### src/rtl/chip_pkg.sv
// Shared constants and FSM state encoding for the reg_arbiter register file.
package chip_pkg;

  localparam int unsigned REGCOUNT = 20;
  localparam int unsigned DATA_W   = 8;
  localparam int unsigned ADDR_W   = 5;

  typedef enum logic [1:0] {
    IDLE    = 2'd0,
    GNT_I2C = 2'd1,
    GNT_PAR = 2'd2
  } arb_state_t;

endpackage

### src/rtl/rr_arb2.sv
// Two-requester round-robin selector: requester b wins a tie only if a was granted last.
module rr_arb2 (
  input  logic clock,
  input  logic reset,
  input  logic i_req_a,
  input  logic i_req_b,
  input  logic i_advance,
  output logic o_sel_b,
  output logic o_any
);

  logic r_last_b;

  always_comb begin
    o_any   = i_req_a | i_req_b;
    o_sel_b = i_req_b & (~i_req_a | ~r_last_b);
  end

  // Reset as "b granted last" so requester a has priority out of reset.
  always_ff @(posedge clock) begin
    if (reset) begin
      r_last_b <= 1'b1;
    end else if (i_advance) begin
      r_last_b <= o_sel_b;
    end
  end

endmodule

### src/rtl/reg_arbiter.sv
// Register file shared between an I2C port and a parallel-capture port, one access per grant.
// Optional macro REG_LOCK_EN: register 0 bit 7 locks out parallel writes while set.
module reg_arbiter #(
  parameter int unsigned REGCOUNT = chip_pkg::REGCOUNT,
  parameter int unsigned DATA_W   = chip_pkg::DATA_W,
  parameter int unsigned ADDR_W   = chip_pkg::ADDR_W
) (
  input  logic                       clock,
  input  logic                       reset,
  input  logic                       i2c_req,
  input  logic                       i2c_we,
  input  logic [ADDR_W-1:0]          i2c_addr,
  input  logic [DATA_W-1:0]          i2c_wdata,
  output logic                       i2c_gnt,
  output logic [DATA_W-1:0]          i2c_rdata,
  input  logic                       par_req,
  input  logic [ADDR_W-1:0]          par_addr,
  input  logic [DATA_W-1:0]          par_data,
  output logic                       par_gnt,
  output logic                       err,
  output logic [DATA_W*REGCOUNT-1:0] registers_packed
);

  import chip_pkg::*;

  localparam logic [ADDR_W:0] LP_REGCOUNT = (ADDR_W+1)'(REGCOUNT);

  logic [DATA_W-1:0] r_regs [REGCOUNT];
  arb_state_t        r_state;
  arb_state_t        w_state_d;
  logic              r_i2c_smp;
  logic              r_par_smp;
  logic              r_err;
  logic [DATA_W-1:0] r_rdata;

  logic              w_any;
  logic              w_sel_par;
  logic              w_acc_i2c;
  logic              w_acc_par;
  logic              w_i2c_ok;
  logic              w_par_ok;
  logic              w_locked;
  logic              w_wr_en;
  logic              w_err_d;
  logic [ADDR_W-1:0] w_wr_addr;
  logic [DATA_W-1:0] w_wr_data;
  logic [DATA_W-1:0] w_rd_val;

  rr_arb2 u_rr_arb2 (
    .clock     (clock),
    .reset     (reset),
    .i_req_a   (r_i2c_smp),
    .i_req_b   (r_par_smp),
    .i_advance (w_acc_i2c | w_acc_par),
    .o_sel_b   (w_sel_par),
    .o_any     (w_any)
  );

`ifdef REG_LOCK_EN
  assign w_locked = r_regs[0][7];
`else
  assign w_locked = 1'b0;
`endif

  always_comb begin
    w_state_d = r_state;
    case (r_state)
      IDLE: begin
        if (w_any) begin
          w_state_d = w_sel_par ? GNT_PAR : GNT_I2C;
        end
      end
      GNT_I2C: w_state_d = IDLE;
      GNT_PAR: w_state_d = IDLE;
      default: w_state_d = IDLE;
    endcase
  end

  // The access itself happens on the IDLE-to-GNT edge using the live request fields.
  always_comb begin
    w_acc_i2c = (r_state == IDLE) & w_any & ~w_sel_par;
    w_acc_par = (r_state == IDLE) & w_any & w_sel_par;
    w_i2c_ok  = ({1'b0, i2c_addr} < LP_REGCOUNT);
    w_par_ok  = ({1'b0, par_addr} < LP_REGCOUNT) & ~w_locked;
    w_wr_en   = (w_acc_i2c & i2c_we & w_i2c_ok) | (w_acc_par & w_par_ok);
    w_wr_addr = w_acc_par ? par_addr : i2c_addr;
    w_wr_data = w_acc_par ? par_data : i2c_wdata;
    w_err_d   = (w_acc_i2c & ~w_i2c_ok) | (w_acc_par & ~w_par_ok);
    w_rd_val  = '1;
    if (w_i2c_ok) begin
      w_rd_val = r_regs[i2c_addr];
    end
  end

  always_ff @(posedge clock) begin
    if (reset) begin
      for (int i = 0; i < REGCOUNT; i++) begin
        r_regs[i] <= '0;
      end
    end else if (w_wr_en) begin
      r_regs[w_wr_addr] <= w_wr_data;
    end
  end

  // A just-granted side's sample is cleared so its still-high request is not reused.
  always_ff @(posedge clock) begin
    if (reset) begin
      r_state   <= IDLE;
      r_i2c_smp <= 1'b0;
      r_par_smp <= 1'b0;
      r_err     <= 1'b0;
      r_rdata   <= '0;
    end else begin
      r_state   <= w_state_d;
      r_i2c_smp <= (r_state == GNT_I2C) ? 1'b0 : i2c_req;
      r_par_smp <= (r_state == GNT_PAR) ? 1'b0 : par_req;
      r_err     <= w_err_d;
      if (w_acc_i2c && !i2c_we) begin
        r_rdata <= w_rd_val;
      end
    end
  end

  assign i2c_gnt   = (r_state == GNT_I2C);
  assign par_gnt   = (r_state == GNT_PAR);
  assign err       = r_err;
  assign i2c_rdata = r_rdata;

  for (genvar g = 0; g < REGCOUNT; g++) begin : g_pack
    assign registers_packed[DATA_W*g +: DATA_W] = r_regs[g];
  end

endmodule

### config.mk
export PLATFORM = sky130hd
export DESIGN_NAME = reg_arbiter
export DESIGN_NICKNAME = d
export VERILOG_FILES = /design/src/rtl/chip_pkg.sv /design/src/rtl/rr_arb2.sv /design/src/rtl/reg_arbiter.sv
export SDC_FILE = /design/constraint.sdc
export NUM_CORES = 1
export LEC_CHECK = 0
export CAP_MARGIN = 20
export CORE_AREA = 2 2 144 146
export DETAILED_ROUTE_END_ITERATION = 8
export DIE_AREA = 0 0 146 148
export PLACE_DENSITY_LB_ADDON = 0.05
export SKIP_LAST_GASP = 1
export SLEW_MARGIN = 10
export SYNTH_ARGS = -nofsm -noshare
export SYNTH_HDL_FRONTEND = slang
export SYNTH_SLANG_ARGS = --single-unit
### constraint.sdc
create_clock -name clock -period 2.6 [get_ports clock]
set_input_delay 0.39 -clock clock [delete_from_list [all_inputs] [get_ports clock]]
set_output_delay 0.39 -clock clock [all_outputs]
set_load 0.02 [all_outputs]
Word level (Yosys, flattened, before mapping)
Memories as Yosys holds them, arrays and structs flattened.
Cells that the tools add are included.
Cells by class
  mux-type cells: 12
  reductions and logical operators: 7
  equal/unequal tests: 2
  bitwise logic cells: 20
  order comparisons: 2
Operators by type and width (number)
  2-to-1 mux 8 bit: 3
  < comparator 5 bit, second input constant: 2
  2-to-1 mux 5 bit: 2
  bitwise AND 1 bit: 9
  OR reduction 8 bit: 1
  2-to-1 mux 1 bit: 6
  inverter 1 bit: 6
  OR reduction 2 bit: 3
  OR 1 bit: 5
  equality test 2 x 1 -> 1 bit, second input constant: 1
  equality test 2 bit, second input constant: 1
  logical NOT 2 bit: 1
  2-to-1 mux 2 bit: 1
  logical AND 1 bit: 1
  logical NOT 1 bit: 1
Word-level totals
  logic and storage cells: 50
  memories kept: 1
  register bits after elaboration: 14
  memory bits (writable): 160
  output and inout bits: 171
Memory list
  r_regs: depth 20, bits a word 8, rd ports 21, clocked after Yosys merged registers in 0, wr ports 20, RTL line reg_arbiter.sv:28  | logic [DATA_W-1:0] r_regs [REGCOUNT];

Logic depth before layout (Yosys ltp)
Gate-level depths: netlist (run 1).
  word-level depth: 13
  depth in mapped cells: 8
  mapped depth without buffers: 4

By module
A second synthesis (run 1) with hierarchy kept.
Second synthesis, totals
  cell total of the unflattened synthesis: 590
  area total of the unflattened synthesis: 8211.6 µm²
Modules (own cells, without submodules)
  reg_arbiter: cells each 585, seq. area each 5064.9 µm², area an instance 8162.8 µm², instances 1
  rr_arb2: cells each 5, seq. area each 20.0 µm², area an instance 48.8 µm², instances 1

Worst setup path before layout (run 1)
OpenSTA, ideal clock, no wires.
  path type: input to register
  from: input i2c_addr[2]
  to: memory r_regs[2][0], enable pin
  required time: 2.202 ns
  cell stages on the path: 7
  arrival: 2.420 ns
  path slack: -0.218 ns
  path buffers: 3
  path through: buf_6 > o21ai_0 > nand4_1 > a21o_1 > buf_2 > buf_2 > o41ai_1
RTL lines
  start: declaration: RTL line reg_arbiter.sv:12  | input logic [ADDR_W-1:0] i2c_addr,
  end: declaration: RTL line reg_arbiter.sv:28

==> results_dict.tcl, run 1 <==
set metrics [dict create \
    outcome "finished, final reports clean" \
    ys.flop_type "edfxtp_1" \
    cts_tree "built" \
    multiInputGateArea_um2 3370 \
    start_util_pct 44.3 \
    place_inst 1179 \
    io_buffers 201 \
    fin_ws_ns 0.207 \
    ys_ff_latch 174 \
    reg2reg_slack_ns 0.21 \
    grt_overflow 0 \
    fillers 1605 \
    fin_crit_sh_pct 92.1 \
    antenna_found_initial 0 \
    grt_start_max_net_pins 32 \
    place_ws_ns -0.173 \
    avgSynthCellArea_um2 13.3 \
    drive_above_1_share_pct 23.8 \
    drtIter0Drc 827 \
    fin_cells 1213 \
    fp-row-count 52 \
    routed_wl_um 31800 \
    avgViaCountPerCell 6.18 \
    yosys_warnings 0 \
    first_pass_iters 5 \
    r2r_cells 5 \
    placed_cell_area_um2 11800 \
    critPathLaunchType "flip-flop" \
    grtUsageTotal_pct 29.3 \
    fp.dieW_um 146 \
    io_pins 202 \
    r2r_start "r_state[1]" \
    syn_area_um2 8870 \
    synth_area_leaders "edfxtp_1, mux4_2, nor4_1, nor3_1, dfxtp_1" \
    syn_nets 700 \
    register_area_um2 5080 \
    core_um2 20000 \
    fin_skew_ns 0.0116 \
    period_minus_slack_ns 2.39 \
    power.leakage_nw 4.24 \
    cts_buffer_depth 2 \
    place.gp.congestion 1.01 \
    async_flop_share_pct 0 \
    post-synth-top-count-cell "edfxtp_1" \
    fin_area_um2 12400 \
    whs_endpoint "u_rr_arb2.r_last_b" \
    clk_latency_ns 0.43 \
    timing.max_cap.violations 0 \
    antenna_left 0 \
    finalHoldViolations 0 \
    critical_path_class "reg2reg" \
    slew_violations 0 \
    wire_per_inst_um 26.2 \
    end_kind "flip-flop" \
    syn_to_final_growth_pct 39.8 \
    diodes 0 \
    ir_worst_vdd_uv 448 \
    p_per_area_nw_per_um2 574 \
    via_count 7495 \
    critPathArrivalTime_ns 2.54 \
    postSynthCellCount 669 \
    ys_types 55 \
    clk_pin_slew_ns 0.06 \
    hpwl_um 23800 \
    synth_largest_area_cell "edfxtp_1" \
    crit-reg2reg-capture "r_regs[3][5]" \
    crit_path_max_fanout 16 \
    cts_inserted_buffers 17 \
    max_slew_margin_pct 42.0 \
    utilization_pct 61.9 \
    ys_top_cells_by_count "edfxtp_1, nor4_1, nor3_1, mux4_2" \
    synth-edff-count 160 \
    drc_errors 0 \
    cts-root-buf "clkbuf_16" \
    setup_viol 0 \
    max_freq_ghz 0.418 \
    grt_pass1_vias 7236 \
    holdPathStages 1 \
    rsz0062_at_grt "false" \
    htreeDepth 4 \
    fin_worst_hold_slack_ns 0.547 \
    grt_pass1_wl_um 46400 \
    crit_required_ns 2.74 \
    die_height_um 148 \
    synth_seq_area_share_pct 57.3 \
    tightestPinTransition_ns 0.869 \
    clock-sinks 174 \
    hold_class "reg2reg" \
    fin_nets 962 \
    die_area_um2 21600 \
    min_from "u_rr_arb2.r_last_b" \
    yosysTopAreaCellShare_pct 54.2 \
]
==> logic make-up after synthesis <==
logic type | share of synthesized area, %
simple gates | 17.4
flops | 57.3
compound gates | 7.74
buf+inv | 4.96
mux | 12.6
==> routing by layer <==
layer | GRT usage (%) | routed length, um | vias up
met4 | 11.3 | 995 | 0
met5 | 0 | 0 | -
met2 | 47.0 | 15200 | 466
met3 | 7.19 | 3180 | 56
li1 | - | - | 3282
met1 | 38.8 | 12400 | 3691
==> registers in the layout, summed over array words and instances, names as in the netlist <==
name / cells
err: 1
r_regs: 160
r_i2c_smp: 1
i2c_rdata: 8
r_par_smp: 1
u_rr_arb2.r_last_b: 1
r_state: 2
==> worst max-delay path, cell delays in order, from the launching register on <==
cell and delay, ns:
dfxtp_1 0.39, or3b_1 0.55, nor3_1 0.34, nor2_2 0.24, o41ai_1 0.33, buf_4 0.24
==> report_power, final <==
part	switching, mW	internal [mW]
clock	1.13	1.53
combinational	0.729	0.508
sequential	0.0696	3.14
==> how the worst max path moves through the flow <==
stage | startpoint | cells after the start | slack (ns) | endpoint
final | r_state[1] | 5 | 0.21 | r_regs[3][5]
after global routing | r_state[1] | 5 | 0.10 | r_regs[3][3]
after floorplan | i2c_addr[2] | 7 | -0.22 | r_regs[2][0]
after detailed placement | par_addr[2] | 6 | -0.17 | r_regs[3][1]
after CTS | r_state[1] | 5 | 0.01 | r_regs[3][6]
after global placement | par_addr[2] | 7 | -0.15 | r_regs[15][4]
==> cells in the final DEF, fill, tap and decap left out, types with 11 or more instances in the layout <==
cell / synthesis / routed
clkdlybuf4s50_1: 0 / 199
edfxtp_1: 160 / 160
buf_4: 8 / 114
nor4_1: 86 / 86
nor3_1: 57 / 57
mux4_2: 33 / 33
mux2i_1: 27 / 27
nor2_1: 19 / 17
and4_1: 17 / 17
a31oi_1: 17 / 17
clkbuf_16: 0 / 17
dfxtp_1: 14 / 14
nand2_1: 13 / 13
o21ai_0: 11 / 11
==> per-stage QoR <==
stage,power [mW],TNS [ns]
6_report,7.12,0
5_1_grt,7.30,0
4_1_cts,7.11,0
3_5_place_dp,4.49,-12.80
3_3_place_gp,4.47,-11.62
2_1_floorplan,3.87,-6.97
==> repair_timing <==
item                                    CTS  global route
endpoints found under the setup margin   14           186
pin swaps                                 0             1
hold buffers                              0             0
resized for setup                         1             0
buffers inserted                          0             3
==> cell type report <==
| class | count | area share (%) |
|---|---|---|
| Clock buffer | 18 | 3.46 |
| Clock inverter | 13 | 1.42 |
| Inverter | 4 | 0.121 |
| Multi-Input combinational cell | 413 | 27.1 |
| Sequential cell | 174 | 41.0 |
| Tap cell | 270 | 2.72 |
| Timing Repair Buffer | 321 | 24.1 |
Note: power is estimated with default switching activity, not from simulation.
==> run 2: changes to the inputs <==
--- a/config.mk
+++ b/config.mk
@@ -6,9 +6,9 @@
 export NUM_CORES = 1
 export LEC_CHECK = 0
 export CAP_MARGIN = 20
-export CORE_AREA = 2 2 144 146
+export CORE_AREA = 2 2 185 114
 export DETAILED_ROUTE_END_ITERATION = 8
-export DIE_AREA = 0 0 146 148
+export DIE_AREA = 0 0 187 116
 export PLACE_DENSITY_LB_ADDON = 0.05
 export SKIP_LAST_GASP = 1
 export SLEW_MARGIN = 10
==> run 2 against run 1 <==
Net effect: die area is 0.39% higher; critical path depth is 1 higher; clock skew hardly changed; power is 0.15% higher; worst hold slack worse by 0.018 ns; sequential share of layout area is 0.17 points higher; non-clock buffer count is 8 lower; first-iteration DRC count is 29% higher; core utilization is 0.27 points higher; register-to-register slack worse by 0.05 ns; maximum frequency is 3.2% lower; combinational power hardly changed.
==> results_dict.tcl, run 2 (synthesis gave the netlist of run 1 again) <==
set metrics [dict create \
    seqPwrFrac_pct 45.1 \
    setup_viol 0 \
    clockPowerShare_pct 37.5 \
    power.switching_mw 2.09 \
    grt_overflow 0 \
    combPwrFrac_pct 17.4 \
    place.gp.congestion 0.958 \
    end_kind "flip-flop" \
    die_area_um2 21700 \
    outcome "finished, final reports clean" \
    layout_commonest_cell "clkdlybuf4s50_1" \
    max_slew_margin_pct 37.9 \
    fin_skew_ns 0.0118 \
    antenna_found_initial 0 \
    ir_worst_vdd_uv 404 \
    switching_share_pct 29.3 \
    power.leakage_nw 4.21 \
    slowest_delay_ns 0.55 \
    fin_crit_sh_pct 95.1 \
    die_height_um 116 \
    critPathBufInv 2 \
    crit_path_max_fanout 57 \
    drive_above_1_share_pct 23.2 \
    htreeDepth 4 \
    rsz0062_at_grt "false" \
    cts_inserted_buffers 17 \
    via_count 7676 \
    io_pins 202 \
    tightestPinTransition_ns 0.931 \
    cts_setup_buffers 0 \
    cts_buffer_depth 2 \
    cts_resized 0 \
    drtIter0Drc 1066 \
    top_register "r_regs" \
    avgViaCountPerCell 6.35 \
    fin_nets 954 \
    antenna_left 0 \
    p_int_mw 5.04 \
    hold_class "in2reg" \
    diodes 0 \
    hpwl_um 24500 \
    crit_required_ns 2.82 \
    fp-row-count 40 \
    start_util_pct 44.7 \
    largest_reg_flops 160 \
    first_pass_iters 5 \
    fin_worst_hold_slack_ns 0.530 \
    p_per_area_nw_per_um2 577 \
    grt_start_max_net_pins 58 \
    routed_wl_um 33000 \
    fp.dieW_um 187 \
    io_buffers 201 \
    fin_cells 1209 \
    syn_to_final_growth_pct 39.2 \
    path_cells "clkdlybuf4s50_1, o21ai_0, nand4_1, a21o_4, buf_4, nor4_1" \
    clk_latency_ns 0.44 \
    period_minus_slack_ns 2.47 \
    grt_pass1_vias 7380 \
    drc_errors 0 \
    grtUsageTotal_pct 30.2 \
    critPathLaunchType "input pin" \
    final_cell_mix "clkdlybuf4s50_1, edfxtp_1, buf_4, nor4_1, nor3_1" \
    critPathSlowestCell "clkdlybuf4s50_1" \
    finalHoldViolations 0 \
    hold_buffers 0 \
    critical_path_class "in2reg" \
    timing.max_cap.violations 0 \
    clock-sinks 174 \
    grt_pass1_wl_um 47400 \
    max_freq_ghz 0.404 \
    cts_tree "built" \
    critPathArrivalTime_ns 2.70 \
    slew_violations 0 \
    critPathTopFamily "buffers and inverters" \
    clk_pin_slew_ns 0.07 \
    wire_per_inst_um 27.3 \
    core_um2 19900 \
    cts-root-buf "clkbuf_16" \
    place_inst 1177 \
]
[run 2: changes by cell type in the layout (fill, tap and decap cells not counted)]
| cell | previous run | this run |
|---|---|---|
| buf_4 | 114 | 106 |
| bufinv_16 | 3 | 1 |
| clkbuf_1 | 1 | 0 |
| clkinv_8 | 0 | 2 |
| clkinvlp_4 | 1 | 0 |
| inv_12 | 0 | 2 |
| inv_6 | 4 | 2 |
| inv_8 | 2 | 5 |
| o2bb2ai_1 | 1 | 2 |
| o2bb2ai_2 | 1 | 0 |
[run 2: path summary, 6_finish.rpt]
kind / startpoint / to / slack [ns] / cells past startpoint
hold reg to reg: u_rr_arb2.r_last_b / u_rr_arb2.r_last_b / 0.56 / 2
hold / removal: par_req / r_par_smp / 0.53 / 2
setup / recovery: i2c_addr[3] / r_regs[9][5] / 0.13 / 6
setup reg to reg: r_state[1] / r_regs[17][6] / 0.16 / 5
[run 2: cell type report]
cell class                 instances  area (um2)
clock buffer                      17         425
inverter                           4        15.0
fill                            1570        7520
tap                              273         342
timing repair buffer             313        2930
clock inverter                    15         190
sequential                       174        5080
multi-input combinational        413        3360
[run 2: metrics by stage]
step                setup slack (ns)  total power [mW]  instance area (um2)  TNS, ns  util, %
detailed placement            -0.194              4.49                11700   -18.14     59.1
global placement             -0.0875              4.48                11700    -2.63     59.1
finish                         0.126              7.13                12300        0     62.2
CTS                            0.199              7.11                12300        0     62.2
global route                  0.0216              7.30                12300        0     62.2
floorplan                     -0.218              3.87                 8870    -6.97        -
[run 2: metal layers]
metal	wire length (um)	share of wire [%]	up-vias	track usage, %
met2	14000	42	544	44.4
met5	0	0	-	0
met1	14600	44	3837	45.3
met3	3950	12	30	7.18
li1	-	-	3265	-
met4	439	1.3	0	7.25
[run 2: power by group through the flow]
stage          registers, mW  clock network (mW)  logic, mW
6_report                3.22                2.67       1.24
5_1_grt                 3.23                2.78       1.29
4_1_cts                 3.22                2.67       1.22
3_5_place_dp            3.28                   0       1.21
3_3_place_gp            3.28                   0       1.20
2_1_floorplan           3.38                   0      0.493
[run 2: worst register-to-register path: cells and delay by family, from the launching register on]
family | cells | cell delay (ns)
compound gates | 2 | 0.49
flops | 1 | 0.40
simple gates | 2 | 1.09
buf+inv | 1 | 0.21
==> run 3: changes to the inputs <==
--- a/config.mk
+++ b/config.mk
@@ -6,12 +6,13 @@
 export NUM_CORES = 1
 export LEC_CHECK = 0
 export CAP_MARGIN = 20
-export CORE_AREA = 2 2 185 114
+export CORE_AREA = 2 2 180 111
 export DETAILED_ROUTE_END_ITERATION = 8
-export DIE_AREA = 0 0 187 116
+export DIE_AREA = 0 0 182 113
 export PLACE_DENSITY_LB_ADDON = 0.05
 export SKIP_LAST_GASP = 1
 export SLEW_MARGIN = 10
 export SYNTH_ARGS = -nofsm -noshare
 export SYNTH_HDL_FRONTEND = slang
+export SYNTH_HIERARCHICAL = 1
 export SYNTH_SLANG_ARGS = --single-unit
==> run 3 against run 2 <==
Net effect: clock skew rose by 0.0040 ns; first-iteration DRC count fell by 23%; worst hold slack worse by 0.071 ns; clock power about the same; maximum frequency increased by 1.2%; clock-buffer cell count grew 2; non-clock buffer count shrank 50; die area down 5.2%; sequential share of layout area up 3.3 points; global-route usage fell by 3.2 points; critical endpoint is now r_regs[9][7]; largest cell class unchanged.
==> results_dict.tcl, run 3 <==
set metrics [dict create \
    outcome "finished, final reports clean" \
    ir_worst_vdd_uv 483 \
    fin_area_um2 11400 \
    setup_viol 0 \
    grt_pass1_vias 6122 \
    top_register "r_regs" \
    fp-row-count 39 \
    critPathLaunchType "flip-flop" \
    core_um2 18800 \
    grt_pass1_wl_um 39900 \
    cts_inserted_buffers 17 \
    post-synth-top-count-cell "nor2_1" \
    first_pass_iters 5 \
    synth_largest_area_cell "edfxtp_1" \
    die_height_um 113 \
    hold_buffers 0 \
    ys_top_cells_by_count "nor2_1, edfxtp_1, mux2i_1, mux4_2, o21bai_1" \
    hpwl_um 20000 \
    place_ws_ns -0.0743 \
    power.leakage_nw 4.03 \
    max_freq_ghz 0.409 \
    max_slew_margin_pct 61.2 \
    postSynthCellCount 590 \
    drc_errors 0 \
    fin_skew_ns 0.0158 \
    syn_area_um2 8210 \
    synth_area_leaders "edfxtp_1, nor2_1, mux4_2, dfxtp_1, mux2i_1" \
    cts-root-buf "clkbuf_16" \
    ys_ff_latch 174 \
    synth_seq_area_share_pct 61.9 \
    end_kind "flip-flop" \
    io_buffers 201 \
    cts_tree "built" \
    clk_pin_slew_ns 0.07 \
    syn_nets 621 \
    multiInputGateArea_um2 2880 \
    via_count 6264 \
    wire_per_inst_um 25.3 \
    antenna_found_initial 0 \
    largest_reg_flops 160 \
    diodes 0 \
    die_area_um2 20600 \
    htreeDepth 4 \
    cts_buffer_depth 2 \
    p_total_mw 6.93 \
    routed_wl_um 27600 \
    register_area_um2 5080 \
    start_util_pct 43.6 \
    clk_latency_ns 0.43 \
    fin_ws_ns 0.156 \
    yosys_warnings 6 \
    crit_path_max_fanout 8 \
    avgSynthCellArea_um2 13.9 \
    critical_path_class "reg2reg" \
    antenna_left 0 \
    rsz0062_at_grt "false" \
    ys_types 42 \
    drive_above_1_share_pct 20.4 \
    fin_nets 865 \
    place.gp.congestion 0.899 \
    synth-edff-count 160 \
    ys.flop_type "edfxtp_1" \
    async_flop_share_pct 0 \
    tightestPinTransition_ns 0.580 \
    slew_violations 0 \
    layout_commonest_cell "clkdlybuf4s50_1" \
    syn_to_final_growth_pct 39.3 \
    finalHoldViolations 0 \
    yosysTopAreaCellShare_pct 58.5 \
    hold_class "reg2reg" \
    placed_cell_area_um2 10800 \
    grtUsageTotal_pct 27.0 \
    io_pins 202 \
    grt_start_max_net_pins 31 \
    period_minus_slack_ns 2.44 \
    fillers 1478 \
    fin_crit_sh_pct 94.0 \
    grt_overflow 0 \
    p_per_area_nw_per_um2 606 \
    fp.dieW_um 182 \
    drtIter0Drc 824 \
    critPathArrivalTime_ns 2.51 \
    timing.max_cap.violations 0 \
    cts_resized 0 \
    avgViaCountPerCell 5.73 \
    final_cell_mix "clkdlybuf4s50_1, nor2_1, edfxtp_1, buf_4, mux2i_1" \
    crit_required_ns 2.67 \
    cts_setup_buffers 0 \
    clock-sinks 174 \
]
-- run 3: cell type report --
| type | count | share of cell area, % |
|---|---|---|
| sequential | 174 | 44.5 |
| inverter | 1 | 0.0328 |
| tap | 246 | 2.69 |
| multi-input combinational | 377 | 25.1 |
| clock buffer | 19 | 3.87 |
| clock inverter | 13 | 1.49 |
| timing repair buffer | 263 | 22.3 |
-- run 3: kinds of logic after synthesis --
family / synth area share [%]
AO/OA/AOI/OAI: 6.40
flip-flops: 61.9
buffers and inverters: 3.34
AND/OR/NAND/NOR: 14.7
multiplexers: 13.6
-- run 3: per-stage QoR --
stage	instances	utilization [%]	TNS (ns)	hold slack [ns]
floorplan	590	-	-3.22	0.484
global placement	1059	57.3	-0.331	0.441
detailed placement	1059	57.3	-0.588	0.451
CTS	1091	60.6	0	0.461
global route	1093	60.7	0	0.480
finish	1093	60.7	0	0.459
-- run 3: final timing paths --
check                  to  cells past startpoint    startpoint  slack (ns)
min reg2reg  i2c_rdata[2]                      2  i2c_rdata[2]        0.46
max reg2reg  r_regs[9][7]                      6     r_par_smp        0.16
max          r_regs[9][7]                      6     r_par_smp        0.16
min          i2c_rdata[2]                      2  i2c_rdata[2]        0.46
-- run 3: routing by layer --
layer	GRT usage, %	vias up	wire, um
met5	0	-	0
met3	6.92	32	3010
met1	41.3	3131	12500
met2	38.5	409	11700
met4	6.67	0	383
li1	-	2692	-
-- run 3: worst max-delay path, stage by stage, from the launching register on --
cell      delay, ns
dfxtp_1        0.32
a21boi_1       0.20
nor4bb_4       0.35
buf_12         0.21
mux2i_4        0.38
nand4_4        0.14
o21bai_2       0.49
-- run 3: power by group --
group	internal, mW	switching [mW]	total (mW)
combinational	0.434	0.583	1.02
clock	1.49	1.20	2.68
sequential	3.15	0.0794	3.23
